### src/rtl/cnn_seq_pkg.sv
// Shared types and constants for the CNN layer sequencer.
// Holds the FSM state encoding, the layer-type field values,
// the error codes reported on err_code and the bit positions
// of each engine in the one-hot eng_start/eng_done vectors.
package cnn_seq_pkg;

   typedef enum logic [3:0] {
      S_IDLE, S_RD_HDR, S_RD_DESC, S_CHECK, S_DISPATCH,
      S_WAIT_ENG, S_UPDATE, S_DONE, S_ERROR
   } state_t;

   typedef enum logic [1:0] {
      LT_POOL = 2'd0,
      LT_CONV = 2'd1,
      LT_FC   = 2'd2
   } layer_t;

   localparam logic [2:0] ERR_NONE   = 3'd0;
   localparam logic [2:0] ERR_COUNT  = 3'd1;
   localparam logic [2:0] ERR_TYPE   = 3'd2;
   localparam logic [2:0] ERR_WINDOW = 3'd3;
   localparam logic [2:0] ERR_ADDR   = 3'd4;

   // bit positions in {fc,pool,conv}
   localparam int ENG_CONV = 0;
   localparam int ENG_POOL = 1;
   localparam int ENG_FC   = 2;

endpackage

### src/rtl/cnn_desc_decoder.sv
// Combinational layer-descriptor decoder.
// Inputs : i_type (low 2 bits of descriptor word 0), i_k window size,
//          i_n filter count, i_s / i_c current feature-map side and count,
//          i_desc_ptr address of descriptor word 0.
// Outputs: o_eng_sel one-hot engine {fc,pool,conv}, o_err error code
//          (0 = ok), o_wgt_ptr weight base, o_next_ptr next descriptor,
//          o_next_s / o_next_c geometry after this layer.
module cnn_desc_decoder
   import cnn_seq_pkg::*;
#(
   parameter int DATA_W = 16,
   parameter int ADDR_W = 16,
   parameter int CNT_W  = 8
) (
   input  logic [1:0]        i_type,
   input  logic [DATA_W-1:0] i_k,
   input  logic [CNT_W-1:0]  i_n,
   input  logic [DATA_W-1:0] i_s,
   input  logic [CNT_W-1:0]  i_c,
   input  logic [ADDR_W-1:0] i_desc_ptr,
   output logic [2:0]        o_eng_sel,
   output logic [2:0]        o_err,
   output logic [ADDR_W-1:0] o_wgt_ptr,
   output logic [ADDR_W-1:0] o_next_ptr,
   output logic [DATA_W-1:0] o_next_s,
   output logic [CNT_W-1:0]  o_next_c
);

   localparam int WW = 2 * ADDR_W;
   // two spare bits so ptr+3+W can never wrap before the range check
   localparam int PW = WW + 2;

   logic [WW-1:0] w_k, w_n, w_s, w_c, w_wlen;
   logic [PW-1:0] w_next_full;

   assign w_k = WW'(i_k);
   assign w_n = WW'(i_n);
   assign w_s = WW'(i_s);
   assign w_c = WW'(i_c);

   assign o_wgt_ptr  = i_desc_ptr + ADDR_W'(3);
   assign o_next_ptr = w_next_full[ADDR_W-1:0];

   always_comb begin
      o_eng_sel   = '0;
      o_err       = ERR_NONE;
      w_wlen      = '0;
      o_next_s    = i_s;
      o_next_c    = i_c;
      case (i_type)
         2'(LT_CONV): begin
            o_eng_sel[ENG_CONV] = 1'b1;
            if (i_k == '0 || !i_k[0] || i_k > i_s) o_err = ERR_WINDOW;
            w_wlen   = w_k * w_k * w_n * w_c + w_n;
            o_next_s = i_s - i_k + DATA_W'(1);
            o_next_c = i_n;
         end
         2'(LT_POOL): begin
            o_eng_sel[ENG_POOL] = 1'b1;
            if (i_k == '0 || i_k > i_s) o_err = ERR_WINDOW;
            // guard keeps the divider defined on the error path
            o_next_s = (i_k == '0) ? i_s : i_s / i_k;
         end
         2'(LT_FC): begin
            o_eng_sel[ENG_FC] = 1'b1;
            w_wlen   = w_s * w_s * w_c * w_n + w_n;
            o_next_s = DATA_W'(1);
            o_next_c = i_n;
         end
         default: o_err = ERR_TYPE;
      endcase
      w_next_full = PW'(i_desc_ptr) + PW'(3) + PW'(w_wlen);
      if (o_err == ERR_NONE && w_next_full > PW'({ADDR_W{1'b1}}))
         o_err = ERR_ADDR;
   end

endmodule

### src/rtl/cnn_layer_sequencer.sv
// CNN layer sequencer: fetches a layer-count header and 3-word layer
// descriptors over a one-word read handshake, validates each layer,
// dispatches it to the conv/pool/fc engine with computed operand
// addresses and ping-pongs feature maps between two buffers.
// Ports: clk/reset (sync, active high); start + cfg_* run setup;
//        mem_rd_* descriptor read port; eng_start/eng_done one-hot
//        engine handshake {fc,pool,conv}; eng_* operand outputs;
//        busy/done/error/err_code/layer_idx status.
module cnn_layer_sequencer
   import cnn_seq_pkg::*;
#(
   parameter int DATA_W     = 16,
   parameter int ADDR_W     = 16,
   parameter int MAX_LAYERS = 16,
   parameter int CNT_W      = 8
) (
   input  logic              clk,
   input  logic              reset,
   input  logic              start,
   input  logic [ADDR_W-1:0] cfg_layer_addr,
   input  logic [ADDR_W-1:0] cfg_img_addr,
   input  logic [DATA_W-1:0] cfg_img_size,
   input  logic [CNT_W-1:0]  cfg_img_count,
   input  logic [ADDR_W-1:0] cfg_buf_a,
   input  logic [ADDR_W-1:0] cfg_buf_b,
   output logic              mem_rd_req,
   output logic [ADDR_W-1:0] mem_rd_addr,
   input  logic              mem_rd_valid,
   input  logic [DATA_W-1:0] mem_rd_data,
   output logic [2:0]        eng_start,
   input  logic [2:0]        eng_done,
   output logic [ADDR_W-1:0] eng_img_addr,
   output logic [ADDR_W-1:0] eng_out_addr,
   output logic [ADDR_W-1:0] eng_wgt_addr,
   output logic [DATA_W-1:0] eng_img_size,
   output logic [DATA_W-1:0] eng_win_size,
   output logic [CNT_W-1:0]  eng_img_count,
   output logic [CNT_W-1:0]  eng_filt_count,
   output logic              busy,
   output logic              done,
   output logic              error,
   output logic [2:0]        err_code,
   output logic [CNT_W-1:0]  layer_idx
);

   state_t r_state, w_next;

   logic [ADDR_W-1:0] r_layer_addr, r_buf_a, r_buf_b, r_desc_ptr, r_cur_img;
   logic [DATA_W-1:0] r_s, r_k;
   logic [CNT_W-1:0]  r_c, r_n, r_l, r_layer_idx;
   logic [1:0]        r_type, r_word;
   logic              r_pp;       // 0: output to buf_a, 1: output to buf_b
   logic [2:0]        r_err_code;
   logic [ADDR_W-1:0] r_eng_img, r_eng_out, r_eng_wgt;
   logic [DATA_W-1:0] r_eng_s, r_eng_k;
   logic [CNT_W-1:0]  r_eng_c, r_eng_n;

   logic [2:0]        w_eng_sel, w_err;
   logic [ADDR_W-1:0] w_wgt_ptr, w_next_ptr;
   logic [DATA_W-1:0] w_next_s;
   logic [CNT_W-1:0]  w_next_c;
   logic              w_hdr_bad, w_last, w_idle_like;

   cnn_desc_decoder #(.DATA_W(DATA_W), .ADDR_W(ADDR_W), .CNT_W(CNT_W)) u_dec (
      .i_type     (r_type),
      .i_k        (r_k),
      .i_n        (r_n),
      .i_s        (r_s),
      .i_c        (r_c),
      .i_desc_ptr (r_desc_ptr),
      .o_eng_sel  (w_eng_sel),
      .o_err      (w_err),
      .o_wgt_ptr  (w_wgt_ptr),
      .o_next_ptr (w_next_ptr),
      .o_next_s   (w_next_s),
      .o_next_c   (w_next_c)
   );

   assign w_hdr_bad   = (mem_rd_data == '0) || (mem_rd_data > DATA_W'(MAX_LAYERS));
   assign w_last      = (r_layer_idx + CNT_W'(1)) == r_l;
   assign w_idle_like = (r_state == S_IDLE) || (r_state == S_DONE) || (r_state == S_ERROR);

   // state register
   always_ff @(posedge clk) begin
      if (reset) r_state <= S_IDLE;
      else       r_state <= w_next;
   end

   // next state
   always_comb begin
      w_next = r_state;
      case (r_state)
         S_IDLE, S_DONE, S_ERROR: if (start) w_next = S_RD_HDR;
         S_RD_HDR:   if (mem_rd_valid) w_next = w_hdr_bad ? S_ERROR : S_RD_DESC;
         S_RD_DESC:  if (mem_rd_valid && r_word == 2'd2) w_next = S_CHECK;
         S_CHECK:    w_next = (w_err != ERR_NONE) ? S_ERROR : S_DISPATCH;
         S_DISPATCH: w_next = S_WAIT_ENG;
         S_WAIT_ENG: if ((eng_done & w_eng_sel) != 3'b000) w_next = S_UPDATE;
         S_UPDATE:   w_next = w_last ? S_DONE : S_RD_DESC;
         default:    w_next = S_IDLE;
      endcase
   end

   // outputs
   always_comb begin
      mem_rd_req  = 1'b0;
      mem_rd_addr = '0;
      eng_start   = 3'b000;
      case (r_state)
         S_RD_HDR: begin
            mem_rd_req  = 1'b1;
            mem_rd_addr = r_layer_addr;
         end
         S_RD_DESC: begin
            mem_rd_req  = 1'b1;
            mem_rd_addr = r_desc_ptr + ADDR_W'(r_word);
         end
         S_DISPATCH: eng_start = w_eng_sel;
         default: ;
      endcase
      busy  = !w_idle_like;
      done  = (r_state == S_DONE);
      error = (r_state == S_ERROR);
   end

   // datapath; decoder inputs stay frozen from CHECK through UPDATE
   always_ff @(posedge clk) begin
      if (reset) begin
         r_layer_addr <= '0; r_buf_a <= '0; r_buf_b <= '0;
         r_desc_ptr   <= '0; r_cur_img <= '0;
         r_s <= '0; r_k <= '0; r_c <= '0; r_n <= '0; r_l <= '0;
         r_type <= '0; r_word <= '0; r_pp <= 1'b0;
         r_layer_idx <= '0; r_err_code <= ERR_NONE;
         r_eng_img <= '0; r_eng_out <= '0; r_eng_wgt <= '0;
         r_eng_s <= '0; r_eng_k <= '0; r_eng_c <= '0; r_eng_n <= '0;
      end else begin
         case (r_state)
            S_IDLE, S_DONE, S_ERROR: if (start) begin
               r_layer_addr <= cfg_layer_addr;
               r_buf_a      <= cfg_buf_a;
               r_buf_b      <= cfg_buf_b;
               r_desc_ptr   <= cfg_layer_addr + ADDR_W'(1);
               r_cur_img    <= cfg_img_addr;
               r_s          <= cfg_img_size;
               r_c          <= cfg_img_count;
               r_pp         <= 1'b0;
               r_word       <= 2'd0;
               r_layer_idx  <= '0;
               r_err_code   <= ERR_NONE;
            end
            S_RD_HDR: if (mem_rd_valid) begin
               r_l <= mem_rd_data[CNT_W-1:0];
               if (w_hdr_bad) r_err_code <= ERR_COUNT;
            end
            S_RD_DESC: if (mem_rd_valid) begin
               case (r_word)
                  2'd0:    r_type <= mem_rd_data[1:0];
                  2'd1:    r_k    <= mem_rd_data;
                  default: r_n    <= mem_rd_data[CNT_W-1:0];
               endcase
               r_word <= (r_word == 2'd2) ? 2'd0 : r_word + 2'd1;
            end
            S_CHECK: begin
               if (w_err != ERR_NONE) begin
                  r_err_code <= w_err;
               end else begin
                  r_eng_img <= r_cur_img;
                  r_eng_out <= r_pp ? r_buf_b : r_buf_a;
                  r_eng_wgt <= w_wgt_ptr;
                  r_eng_s   <= r_s;
                  r_eng_k   <= r_k;
                  r_eng_c   <= r_c;
                  r_eng_n   <= r_n;
               end
            end
            S_UPDATE: begin
               r_s         <= w_next_s;
               r_c         <= w_next_c;
               r_cur_img   <= r_pp ? r_buf_b : r_buf_a;
               r_pp        <= !r_pp;
               r_desc_ptr  <= w_next_ptr;
               r_layer_idx <= r_layer_idx + CNT_W'(1);
            end
            default: ;
         endcase
      end
   end

   assign eng_img_addr   = r_eng_img;
   assign eng_out_addr   = r_eng_out;
   assign eng_wgt_addr   = r_eng_wgt;
   assign eng_img_size   = r_eng_s;
   assign eng_win_size   = r_eng_k;
   assign eng_img_count  = r_eng_c;
   assign eng_filt_count = r_eng_n;
   assign err_code       = r_err_code;
   assign layer_idx      = r_layer_idx;

endmodule
### config.mk
export PLATFORM = sky130hd
export DESIGN_NAME = cnn_layer_sequencer
export DESIGN_NICKNAME = d
export VERILOG_FILES = /design/src/rtl/cnn_seq_pkg.sv /design/src/rtl/cnn_desc_decoder.sv /design/src/rtl/cnn_layer_sequencer.sv
export SDC_FILE = /design/constraint.sdc
export NUM_CORES = 2
export LEC_CHECK = 0
export CAP_MARGIN = 40
export CORE_MARGIN = 2
export CORE_UTILIZATION = 55
export DETAILED_ROUTE_END_ITERATION = 10
export PLACE_DENSITY = 0.7
export SYNTH_ARGS = -nofsm -noshare
export SYNTH_HDL_FRONTEND = slang
export SYNTH_SLANG_ARGS = --single-unit
### constraint.sdc
create_clock -name clk -period 41.2 [get_ports clk]
set_input_delay 12.36 -clock clk [delete_from_list [all_inputs] [get_ports clk]]
set_output_delay 12.36 -clock clk [all_outputs]
set_load 0.05 [all_outputs]
==> results_dict.tcl <==
set metrics [dict create \
    io_pins 241 \
    worstHoldEndpoint "r_buf_a[9]" \
    timing.fmax_mhz 27.6 \
    num-fill-cells 9809 \
    end_kind "flop" \
    htreeDepth 1 \
    path_max_fanout 19 \
    holdPathStages 2 \
    grt_max_degree 87 \
    rr_startpoint "r_k[6]" \
    cts.sinks 252 \
    grt_first_pass_wirelength_um 288000 \
    worstPathRequired_ns 41.68 \
    io_buffers 240 \
    place_ws_ns 5.56 \
    clock_skew_ns 0.0373 \
    worst_ep_arrival_time_ns 36.77 \
    dp.final_hpwl_um 142000 \
    antenna_left 0 \
    finalSetupTns_ns 0 \
    r2r-end "r_s[0]" \
    syn_inst 7358 \
    multi_input_area_mm2 0.0499 \
    slew_viol_final 0 \
    core_mm2 0.109 \
    hold_violations 0 \
    ctsResizeCount 0 \
    slowest_stage "a211oi_2" \
    timing.hold.ws_ns 0.455 \
    status "finished clean" \
    syn-num-nets 9034 \
    post_cts_buffers 0 \
    relSlewSlack_pct 33.6 \
    ys_ff_latch 252 \
    period_share_pct 88.1 \
    cts_inserted_buffers 31 \
    maxCapViolCount 0 \
    hold_class "flop to flop" \
    cts.hold.buffers_added 0 \
    clk_path_buf_depth 3 \
    final_cells 8944 \
    start_kind "flop" \
    worst_pin_slew_ns 0.992 \
    synth-edff-count 0 \
    yosysWarnings 0 \
    fin_nets 9116 \
    start_util_pct 55.6 \
    drt_wl_total_um 182000 \
    gr-usage-all-layers_pct 32.3 \
    vias_per_cell 5.79 \
    synth_area_mm2 0.0607 \
    grt_overflow 0 \
    ys_seq_area_share_pct 8.31 \
    fin_ws_ns 4.92 \
    dieArea_mm2 0.113 \
    cts.clk_slew.worst_paths_ns 0.06 \
    seq_area_mm2 0.00506 \
    rsz0062_at_grt "no" \
    wire_per_inst_um 20.4 \
    period_needed_ns 36.28 \
    setup-violations-final 0 \
    route.vias.total 51800 \
    gp_congestion 0.954 \
    die_h_um 336 \
    dr.pass1.iters 6 \
    areaGrowthSynthToFinish_pct 8.31 \
    cts_tree "yes" \
    avgSynthCellArea_um2 8.25 \
    antenna_found_initial 4 \
    drc 0 \
    placementRows 121 \
    clock_latency_ns 0.65 \
    cpMostUsedCell "o21a_1" \
    synth_ff_type "dfxtp_1" \
    fp.dieW_um 336 \
    hp-start "r_buf_a[9]" \
    first_global_vias 51900 \
    slowest_delay_ns 0.75 \
    root_buffer "clkbuf_16" \
    r2r_slack_ns 4.92 \
    place_inst 8883 \
    critical_path_class "flop to flop" \
    drt_iter0_markers 4129 \
    ys_async_sr_fraction_pct 0 \
    reg2regPathDepth 157 \
    drive_gt1_share_pct 4.05 \
    synthDistinctLibCells 88 \
]
## per-stage QoR
| step | area [µm²] | utilization [%] |
|---|---|---|
| after global placement | 64600 | 59.2 |
| after floorplan | 60700 | - |
| after detailed placement | 64700 | 59.3 |
| after CTS | 65700 | 60.2 |
| final | 65800 | 60.2 |
| after global routing | 65800 | 60.2 |
## layout by cell type, fill, tap and decap left out, types with 35 or more instances in the layout
cell type / count
inv_1: 1201
fa_1: 957
nand2_1: 865
nor2_1: 629
ha_1: 608
and2_1: 374
a21oi_1: 327
dfxtp_1: 241
clkdlybuf4s50_1: 239
o21ai_0: 182
xnor2_1: 179
nor3_1: 169
mux2i_1: 130
nand3_1: 112
buf_4: 112
o21a_1: 106
a21o_1: 105
xor2_1: 86
mux2_2: 64
nand2b_1: 53
a211oi_1: 45
and3_1: 43
nand4_1: 40
a31oi_1: 35
## worst max-delay path: cells and delay by family, from the launching register on
kind,cells,cell delay (ns)
compound gates,113,24.05
fa+ha+maj,15,4.60
simple gates,15,3.02
mux,9,2.62
buf+inv,5,1.24
flops,1,0.48
## cells by family after synthesis
logic type | after synthesis | share of synthesized area [%]
adder cells (fa/ha/maj) | 1565 | 44.1
buffers and inverters | 1532 | 9.56
multiplexers | 194 | 3.33
AND/OR/NAND/NOR | 2444 | 18.7
XOR/XNOR | 278 | 4.31
AO/OA/AOI/OAI | 1093 | 11.7
flip-flops | 252 | 8.31
## routing by layer
metal | share of wire (%) | wire length (µm) | GRT usage [%] | vias up
li1 | - | - | - | 23800
met1 | 42 | 76200 | 43.6 | 25600
met2 | 46 | 84200 | 52.3 | 1920
met3 | 7.4 | 13500 | 4.59 | 395
met4 | 4.7 | 8520 | 12.9 | 0
met5 | 0 | 0 | 0 | -
## worst max-delay path by stage
stage	slack, ns	cells after the start	from	to
6_report	4.92	157	r_k[6]	r_s[0]
5_1_grt	1.71	158	r_k[6]	r_s[0]
4_1_cts	5.41	157	r_k[6]	r_s[0]
3_3_place_gp	6.00	154	r_k[6]	r_s[0]
2_1_floorplan	8.95	162	r_k[0]	r_s[0]
3_5_place_dp	5.56	157	r_k[6]	r_s[0]
## cells in the mapped netlist (13+ instances only)
library cell     n  area [µm²]
inv_1         1202        4510
fa_1           957       19200
nand2_1        865        3250
nor2_1         632        2370
ha_1           608        7610
and2_1         374        2340
a21oi_1        327        1640
clkbuf_1       270        1010
dfxtp_1        252        5040
o21ai_0        182         911
xnor2_1        179        1570
nor3_1         169         846
mux2i_1        130        1300
nand3_1        112         561
o21a_1         106         796
a21o_1         105         788
xor2_1          86         753
mux2_2          64         721
nand2b_1        53         332
a211oi_1        46         345
and3_1          43         269
nand4_1         40         250
a31oi_1         35         219
or3_1           32         200
o211ai_1        31         233
a221oi_1        29         254
a22oi_1         29         218
buf_1           27         101
nor2b_1         27         169
or2_2           19         119
a21boi_0        16         120
o21bai_1        16         120
o31ai_1         16         120
a211o_1         15         131
a311oi_1        15         131
nor4_1          15        93.8
nor3b_1         13        97.6
## layout make-up
type                       instances  share of cell area [%]
clock inverter                    13                   0.204
tap                             1476                    2.81
antenna                            4                  0.0152
timing repair buffer             359                    5.05
clock buffer                      44                    1.36
sequential                       252                    7.69
multi-input combinational       5574                    75.9
inverter                        1222                    6.98
Power is not shown: default switching activity piles up to over one toggle a cycle in this logic, so the estimate is an artifact.
